### src/rtl/switch_nxn_param_pkg.sv
// Shared types and helpers for the parametrised NxN FIFO switch:
// FSM state encoding, log2 sizing helper and threshold reset defaults.
package switch_nxn_param_pkg;

    typedef enum logic [1:0] {
        ST_RST    = 2'd0,
        ST_INIT   = 2'd1,
        ST_IDLE   = 2'd2,
        ST_ACTIVE = 2'd3
    } state_e;

    function automatic int clog2(input int value);
        int r;
        r = 0;
        while ((1 << r) < value) r++;
        return r;
    endfunction

    function automatic int defaultHighTh(input int depth);
        return depth - 1;
    endfunction

    localparam int DEFAULT_LOW_TH = 1;

endpackage

### src/rtl/fifo_param.sv
// Synchronous FIFO with a show-ahead head word (data_out is the word the
// next pop removes); used for both the input and the output banks.
module fifo_param
    import switch_nxn_param_pkg::*;
#(
    parameter int DATA_W = 10,
    parameter int DEPTH  = 8,
    localparam int AW    = clog2(DEPTH)
) (
    input  logic              clk,
    input  logic              reset,
    input  logic              push,
    input  logic              pop,
    input  logic [DATA_W-1:0] data_in,
    output logic [DATA_W-1:0] data_out,
    output logic [AW:0]       count,
    output logic              full,
    output logic              empty
);

    logic [DATA_W-1:0] mem_q [DEPTH];
    logic [AW-1:0]     wrPtr_q;
    logic [AW-1:0]     rdPtr_q;
    logic [AW:0]       count_q;
    logic [AW:0]       count_d;
    logic              doPush;
    logic              doPop;

    assign empty    = (count_q == '0);
    assign full     = (count_q == (AW+1)'(DEPTH));
    assign count    = count_q;
    assign data_out = mem_q[rdPtr_q];
    assign doPop    = pop && !empty;
    // a full FIFO still takes a word when the same edge frees a slot
    assign doPush   = push && (!full || doPop);

    always_comb begin
        count_d = count_q;
        if (doPush && !doPop) begin
            count_d = count_q + (AW+1)'(1);
        end else if (doPop && !doPush) begin
            count_d = count_q - (AW+1)'(1);
        end
    end

    always_ff @(posedge clk or posedge reset) begin
        if (reset) begin
            wrPtr_q <= '0;
            rdPtr_q <= '0;
            count_q <= '0;
        end else begin
            if (doPush) wrPtr_q <= wrPtr_q + AW'(1);
            if (doPop)  rdPtr_q <= rdPtr_q + AW'(1);
            count_q <= count_d;
        end
    end

    always_ff @(posedge clk) begin
        if (doPush) mem_q[wrPtr_q] <= data_in;
    end

endmodule

### src/rtl/switch_nxn_param.sv
// NCH x NCH FIFO switch: input FIFOs, arbiter, destination demux, output FIFOs,
// almost-full back-pressure and delivered-word counters. Define STRICT_PRIORITY_EN
// for fixed lowest-index-wins arbitration instead of round-robin.
module switch_nxn_param
    import switch_nxn_param_pkg::*;
#(
    parameter int DATA_W  = 10,
    parameter int NCH     = 4,
    parameter int DEPTH   = 8,
    parameter int CNT_W   = 5,
    localparam int DEST_W = clog2(NCH),
    localparam int AW     = clog2(DEPTH)
) (
    input  logic                  clk,
    input  logic                  reset,
    input  logic                  init,
    input  logic [AW:0]           high_th,
    input  logic [AW:0]           low_th,
    input  logic [NCH-1:0]        push,
    input  logic [NCH*DATA_W-1:0] data_in,
    input  logic [NCH-1:0]        pop,
    output logic [NCH*DATA_W-1:0] data_out,
    input  logic                  req,
    input  logic [DEST_W-1:0]     idx,
    output logic [CNT_W-1:0]      cnt_out,
    output logic                  cnt_valid,
    output logic [NCH-1:0]        in_full,
    output logic [NCH-1:0]        out_almost_full,
    output logic [NCH-1:0]        out_almost_empty,
    output logic                  idle
);

    localparam logic [AW:0] HIGH_RST = (AW+1)'(defaultHighTh(DEPTH));
    localparam logic [AW:0] LOW_RST  = (AW+1)'(DEFAULT_LOW_TH);

    state_e              state_q, state_d;
    logic [AW:0]         highTh_q, lowTh_q;
    logic [DATA_W-1:0]   inHead   [NCH];
    logic [AW:0]         inCount  [NCH];
    logic [DATA_W-1:0]   outHead  [NCH];
    logic [AW:0]         outCount [NCH];
    logic [NCH-1:0]      inEmpty, outEmpty, outFull;
    logic [NCH-1:0]      eligible, inPop, outPush;
    logic [DEST_W-1:0]   headDest, grantIdx, xferDest;
    logic                grantValid, anyInput, allEmpty;
    logic [DATA_W-1:0]   xferWord;
    logic [DATA_W-1:0]   dataOut_q [NCH];
    logic [CNT_W-1:0]    cnt_q     [NCH];
    logic [CNT_W-1:0]    cntOut_q;
    logic                cntValid_q;

    assign anyInput = ~&inEmpty;

    always_comb begin
        state_d = state_q;
        case (state_q)
            ST_RST:    state_d = ST_INIT;
            ST_INIT:   state_d = ST_IDLE;
            ST_IDLE:   if (anyInput)  state_d = ST_ACTIVE;
            ST_ACTIVE: if (!anyInput) state_d = ST_IDLE;
            default:   state_d = ST_RST;
        endcase
        if (init) state_d = ST_INIT;
    end

    always_ff @(posedge clk or posedge reset) begin
        if (reset) begin
            state_q  <= ST_RST;
            highTh_q <= HIGH_RST;
            lowTh_q  <= LOW_RST;
        end else begin
            state_q <= state_d;
            if (init || state_q == ST_INIT) begin
                highTh_q <= high_th;
                lowTh_q  <= low_th;
            end
        end
    end

    // The full check only matters when high_th exceeds DEPTH; it keeps a word
    // from being moved into an output that cannot take it.
    always_comb begin
        eligible = '0;
        headDest = '0;
        for (int i = 0; i < NCH; i++) begin
            headDest    = inHead[i][DATA_W-1 -: DEST_W];
            eligible[i] = !inEmpty[i] && !out_almost_full[headDest] && !outFull[headDest];
        end
    end

`ifdef STRICT_PRIORITY_EN
    always_comb begin
        grantValid = 1'b0;
        grantIdx   = '0;
        if (state_q == ST_ACTIVE) begin
            for (int k = NCH - 1; k >= 0; k--) begin
                if (eligible[k]) begin
                    grantValid = 1'b1;
                    grantIdx   = DEST_W'(k);
                end
            end
        end
    end
`else
    logic [DEST_W-1:0] rrPtr_q;
    logic [DEST_W-1:0] cand;

    // Scanning backwards leaves the first eligible channel after rrPtr_q as the winner.
    always_comb begin
        grantValid = 1'b0;
        grantIdx   = '0;
        cand       = '0;
        if (state_q == ST_ACTIVE) begin
            for (int k = NCH; k >= 1; k--) begin
                cand = DEST_W'((int'(rrPtr_q) + k) % NCH);
                if (eligible[cand]) begin
                    grantValid = 1'b1;
                    grantIdx   = cand;
                end
            end
        end
    end

    always_ff @(posedge clk or posedge reset) begin
        if (reset) begin
            rrPtr_q <= DEST_W'(NCH - 1);
        end else if (grantValid) begin
            rrPtr_q <= grantIdx;
        end
    end
`endif

    always_comb begin
        inPop = '0;
        if (grantValid) inPop[grantIdx] = 1'b1;
    end

    assign xferWord = inHead[grantIdx];
    assign xferDest = xferWord[DATA_W-1 -: DEST_W];

    for (genvar g = 0; g < NCH; g++) begin : g_ch
        assign outPush[g] = grantValid && (xferDest == DEST_W'(g));

        fifo_param #(.DATA_W(DATA_W), .DEPTH(DEPTH)) u_in_fifo (
            .clk      (clk),
            .reset    (reset),
            .push     (push[g]),
            .pop      (inPop[g]),
            .data_in  (data_in[g*DATA_W +: DATA_W]),
            .data_out (inHead[g]),
            .count    (inCount[g]),
            .full     (in_full[g]),
            .empty    (inEmpty[g])
        );

        fifo_param #(.DATA_W(DATA_W), .DEPTH(DEPTH)) u_out_fifo (
            .clk      (clk),
            .reset    (reset),
            .push     (outPush[g]),
            .pop      (pop[g]),
            .data_in  (xferWord),
            .data_out (outHead[g]),
            .count    (outCount[g]),
            .full     (outFull[g]),
            .empty    (outEmpty[g])
        );

        assign out_almost_full[g]          = (outCount[g] >= highTh_q);
        assign out_almost_empty[g]         = (outCount[g] <= lowTh_q);
        assign data_out[g*DATA_W +: DATA_W] = dataOut_q[g];
    end

    always_comb begin
        allEmpty = 1'b1;
        for (int i = 0; i < NCH; i++) begin
            if (inCount[i] != '0 || outCount[i] != '0) allEmpty = 1'b0;
        end
    end

    assign idle = (state_q == ST_IDLE) && allEmpty;

    // A counter read samples the value before any pop on the same edge.
    always_ff @(posedge clk or posedge reset) begin
        if (reset) begin
            for (int j = 0; j < NCH; j++) begin
                dataOut_q[j] <= '0;
                cnt_q[j]     <= '0;
            end
            cntOut_q   <= '0;
            cntValid_q <= 1'b0;
        end else begin
            for (int j = 0; j < NCH; j++) begin
                if (pop[j] && !outEmpty[j]) begin
                    dataOut_q[j] <= outHead[j];
                    cnt_q[j]     <= cnt_q[j] + CNT_W'(1);
                end
            end
            cntValid_q <= req;
            if (req) cntOut_q <= cnt_q[idx];
        end
    end

    assign cnt_out   = cntOut_q;
    assign cnt_valid = cntValid_q;

endmodule

### config.mk
export PLATFORM = sky130hd
export DESIGN_NAME = switch_nxn_param
export DESIGN_NICKNAME = d
export VERILOG_FILES = /design/src/rtl/switch_nxn_param_pkg.sv /design/src/rtl/fifo_param.sv /design/src/rtl/switch_nxn_param.sv
export SDC_FILE = /design/constraint.sdc
export NUM_CORES = 1
export LEC_CHECK = 0
export BUFFER_PORTS_ARGS = -buffer_cell sky130_fd_sc_hd__buf_2
export CORE_MARGIN = 2
export CORE_UTILIZATION = 45
export DETAILED_ROUTE_END_ITERATION = 16
export GPL_TIMING_DRIVEN = 0
export SYNTH_ARGS = -nofsm -noshare
export SYNTH_HDL_FRONTEND = slang
export SYNTH_SLANG_ARGS = --single-unit
### constraint.sdc
create_clock -name clk -period 6.6 [get_ports clk]
set_clock_uncertainty 0.05 [all_clocks]
set_input_delay 0.66 -clock clk [delete_from_list [all_inputs] [get_ports clk]]
set_output_delay 0.66 -clock clk [all_outputs]
set_load 0.02 [all_outputs]
==> flow_summary_export.csv <==
group,metric,value,unit
timing,fmax,0.161,GHz
drt,first_iter_violations,1263,
synth,synth_edf_count,640,
timing,finalWorstSetupSlack,0.404,ns
worst_setup_path,path_max_fanout,10,
synth,synth-seq-cells,798,
worst_setup_path,timing.rr.start,"g_ch[2].u_in_fifo.rdPtr_q[1]",
clock_tree,cts.sinks,798,
power_and_ir_drop,peakVddDrop,0.411,mV
synth,yosysTopAreaCellShare,0.580,
worst_setup_path,worstRegToRegCells,20,
synth,yosysWarnings,0,
global_route,antenna_found_initial,6,
layout,layout_common_cells,"640 x edfxtp_1, 165 x mux4_2, 152 x dfrtp_1, 127 x buf_2, 113 x nand2_1",
global_route,grt_pass1_vias,17700,
power_and_ir_drop,power.leakage,13.5,nW
clock_tree,cts-root-buf,"clkbuf_16",
synth,syn_inst,1803,
worst_setup_path,cp.arrival,6.65,ns
placement,dpl.hpwl,48000,um
clock_tree,clk_latency,0.63,ns
drt,drc,0,
timing,min_period,6.20,ns
clock_tree,htreeDepth,3,
synth,ys_types,66,
worst_setup_path,startpoint_type,"flop",
clock_tree,cts_max_path_buffers,3,
status,status,"completed",
floorplanning,num_rows,99,
placement,io_buffer_count,119,
synth,async_flop_share,0.198,
drt,vias,17000,
floorplanning,io_pins,121,
power_and_ir_drop,p_seq_frac,0.386,
floorplanning,floorplan.die_area,75800,sq um
layout,final-instance-count-excl-fill,3067,
placement,dp_slack,-0.0906,ns
floorplanning,core_area,73000,sq um
timing,worst_pin_slew,1.24,ns
drt,antenna_left,0,
layout,drive_above_1_share,0.264,
synth,synth_area_leader_cell,"edfxtp_1",
floorplanning,initial_core_util,0.454,
synth,synth_ff_type,"edfxtp_1",
power_and_ir_drop,clkPwrFrac,0.210,
timing,finalSetupViolCount,0,
clock_tree,cts_setup_buffers,0,
synth,synth_nets,1949,
worst_setup_path,r2r-end,"g_ch[3].u_out_fifo.count[3]",
global_route,grt_max_degree,91,
drt,wl_per_cell,23.7,um
min_path,hp-class,"primary input to async pin",
floorplanning,die_x,275,um
worst_setup_path,critical_path_class,"flop to flop",
placement,dp_cells,2909,
worst_setup_path,ff2ff_setup_slack,0.40,ns
layout,layout_commonest_cell,"edfxtp_1",
worst_setup_path,cp.required,7.06,ns
worst_setup_path,cp-endpoint,"g_ch[3].u_out_fifo.count[3]",
timing,final_max_slew_viol_count,0,
drt,via_per_inst,5.54,
clock_tree,cts_buffers,83,
worst_setup_path,crit_start,"g_ch[2].u_in_fifo.rdPtr_q[1]",
power_and_ir_drop,netSwitchingPower,8.18,mW
synth,synth_area_leaders,"edfxtp_1 58%, dfrtp_1 11%, mux4_2 11%",
global_route,grt_usage,0.196,
power_and_ir_drop,p_per_area,569,nW/um^2
drt,drtPass1Iterations,5,
power_and_ir_drop,switching_share,0.377,
timing,rsz0062_at_grt,"no",
layout,nets,2183,
clock_tree,cts_tree,"done",
drt,wirelength,72700,um
synth,syn_area,33100,sq um
clock_tree,path_clk_slew,0.06,ns
synth,avgSynthCellArea,18.4,sq um
global_route,grt_pass1_wl,109000,um
timing,slew_headroom,0.154,
power_and_ir_drop,p_int,13.5,mW
power_and_ir_drop,total_power,21.7,mW
placement,gp_congestion,0.784,
job,cap_violations,0,
timing,finalHoldViolations,0,
global_route,grt.overflow.total,0,
layout,synthToLayoutAreaGrowth,15.0,%
floorplanning,die_height,275,um
worst_setup_path,endpoint_kind,"flop",
timing,fin_crit_sh,0.939,
power_and_ir_drop,combPwrFrac,0.404,
synth,synth_seq_area_share,0.700,
==> worst max-delay path, stage by stage (launching register included) <==
cell and delay (ns):
dfrtp_1 0.44, buf_2 0.33, mux4_2 0.56, mux2i_1 0.32
o211ai_1 0.15, a211oi_1 0.43, nor4_1 0.15, a31oi_1 0.46
o31ai_2 0.25, mux2i_4 0.32, mux2i_4 0.65, nand3_2 0.44
inv_2 0.19, ha_1 0.19, inv_1 0.09, ha_1 0.28
a21o_1 0.17, a21oi_1 0.19, xnor2_1 0.16, nor2_1 0.08
xor2_1 0.14
==> final cells by class <==
type	count	area, sq um
antenna	2	5.00
buffer	66	288
clock buffer	103	2220
clock inverter	51	423
fill	5789	34900
inverter	35	139
multi-input combinational	906	9720
sequential	798	23200
tap	959	1200
timing repair buffer	147	908
==> per-layer routing <==
metal	wire, um	part of all wire	track usage
met4	1780	0.025	0.0549
met3	3030	0.042	0.0334
met5	41	0.00056	0
met2	35600	0.49	0.321
met1	32300	0.44	0.272
==> registers in the layout, indices dropped and copies added, names as in the netlist <==
signal and count:
state_q 2, rrPtr_q 2, g_ch.u_out_fifo.count 16, g_ch.u_out_fifo.rdPtr_q 12, cnt_q 20, g_ch.u_in_fifo.wrPtr_q 12
data_out 40, g_ch.u_in_fifo.count 16, g_ch.u_out_fifo.mem_q 320, g_ch.u_out_fifo.wrPtr_q 12, cnt_valid 1, cnt_out 5
g_ch.u_in_fifo.rdPtr_q 12, g_ch.u_in_fifo.mem_q 320, lowTh_q 4, highTh_q 4
==> cell families (layout without fill, tap and decap cells) <==
group,count (synthesis),in the layout,synth area share
flops,798,798,0.700
simple gates,293,293,0.0477
mux,300,302,0.155
fa+ha+maj,84,84,0.0336
other cells,0,2,0
buf+inv,101,402,0.0127
xor+xnor,79,79,0.0209
compound gates,148,148,0.0297
==> what timing repair did <==
item                       CTS  global route
resized for setup            0             5
gates cloned                 1             1
hold buffers                 0             0
pin swaps                    0             0
setup endpoints to repair    1            19
==> through the flow <==
step / hold WS, ns / TNS (ns) / instance area [sq um] / utilization
2_1_floorplan: 0.390 / 0 / 33100 / -
3_3_place_gp: 0.408 / -143.60 / 34900 / 0.478
3_5_place_dp: 0.412 / -0.0906 / 35400 / 0.485
4_1_cts: 0.0589 / 0 / 38000 / 0.521
5_1_grt: 0.0815 / 0 / 38100 / 0.522
6_report: 0.0623 / 0 / 38100 / 0.522
==> how the worst min path moves through the flow <==
stage | cells past startpoint | to | slack (ns) | start
4_1_cts | 2 | g_ch[2].u_out_fifo.count[2] | 0.06 | reset
3_3_place_gp | 2 | data_out[4] | 0.41 | data_out[4]
5_1_grt | 2 | g_ch[0].u_in_fifo.wrPtr_q[1] | 0.08 | reset
3_5_place_dp | 1 | cnt_q[9] | 0.41 | cnt_q[9]
2_1_floorplan | 1 | cnt_q[9] | 0.39 | cnt_q[9]
6_report | 2 | g_ch[0].u_in_fifo.wrPtr_q[1] | 0.06 | reset
==> synthesized netlist by cell type (17+ instances only) <==
| cell type | number |
|---|---|
| edfxtp_1 | 640 |
| clkbuf_1 | 30 |
| mux2i_1 | 84 |
| nor2_1 | 49 |
| mux2_2 | 42 |
| buf_1 | 20 |
| a21oi_1 | 26 |
| dfrtp_1 | 152 |
| o21ai_0 | 58 |
| ha_1 | 76 |
| nand2_1 | 113 |
| inv_1 | 32 |
| mux4_2 | 165 |
| nor2b_1 | 17 |
| xnor2_1 | 60 |
| xor2_1 | 19 |
==> power groups by stage <==
| stage | Combinational [mW] | Clock (mW) | Sequential [mW] |
|---|---|---|---|
| CTS | 8.82 | 4.65 | 8.38 |
| global route | 9.51 | 4.83 | 8.50 |
| detailed placement | 8.70 | 0 | 8.48 |
| floorplan | 5.48 | 0 | 8.42 |
| global placement | 8.31 | 0 | 8.41 |
| finish | 8.77 | 4.55 | 8.37 |
Power figures use the tool's default switching activity.
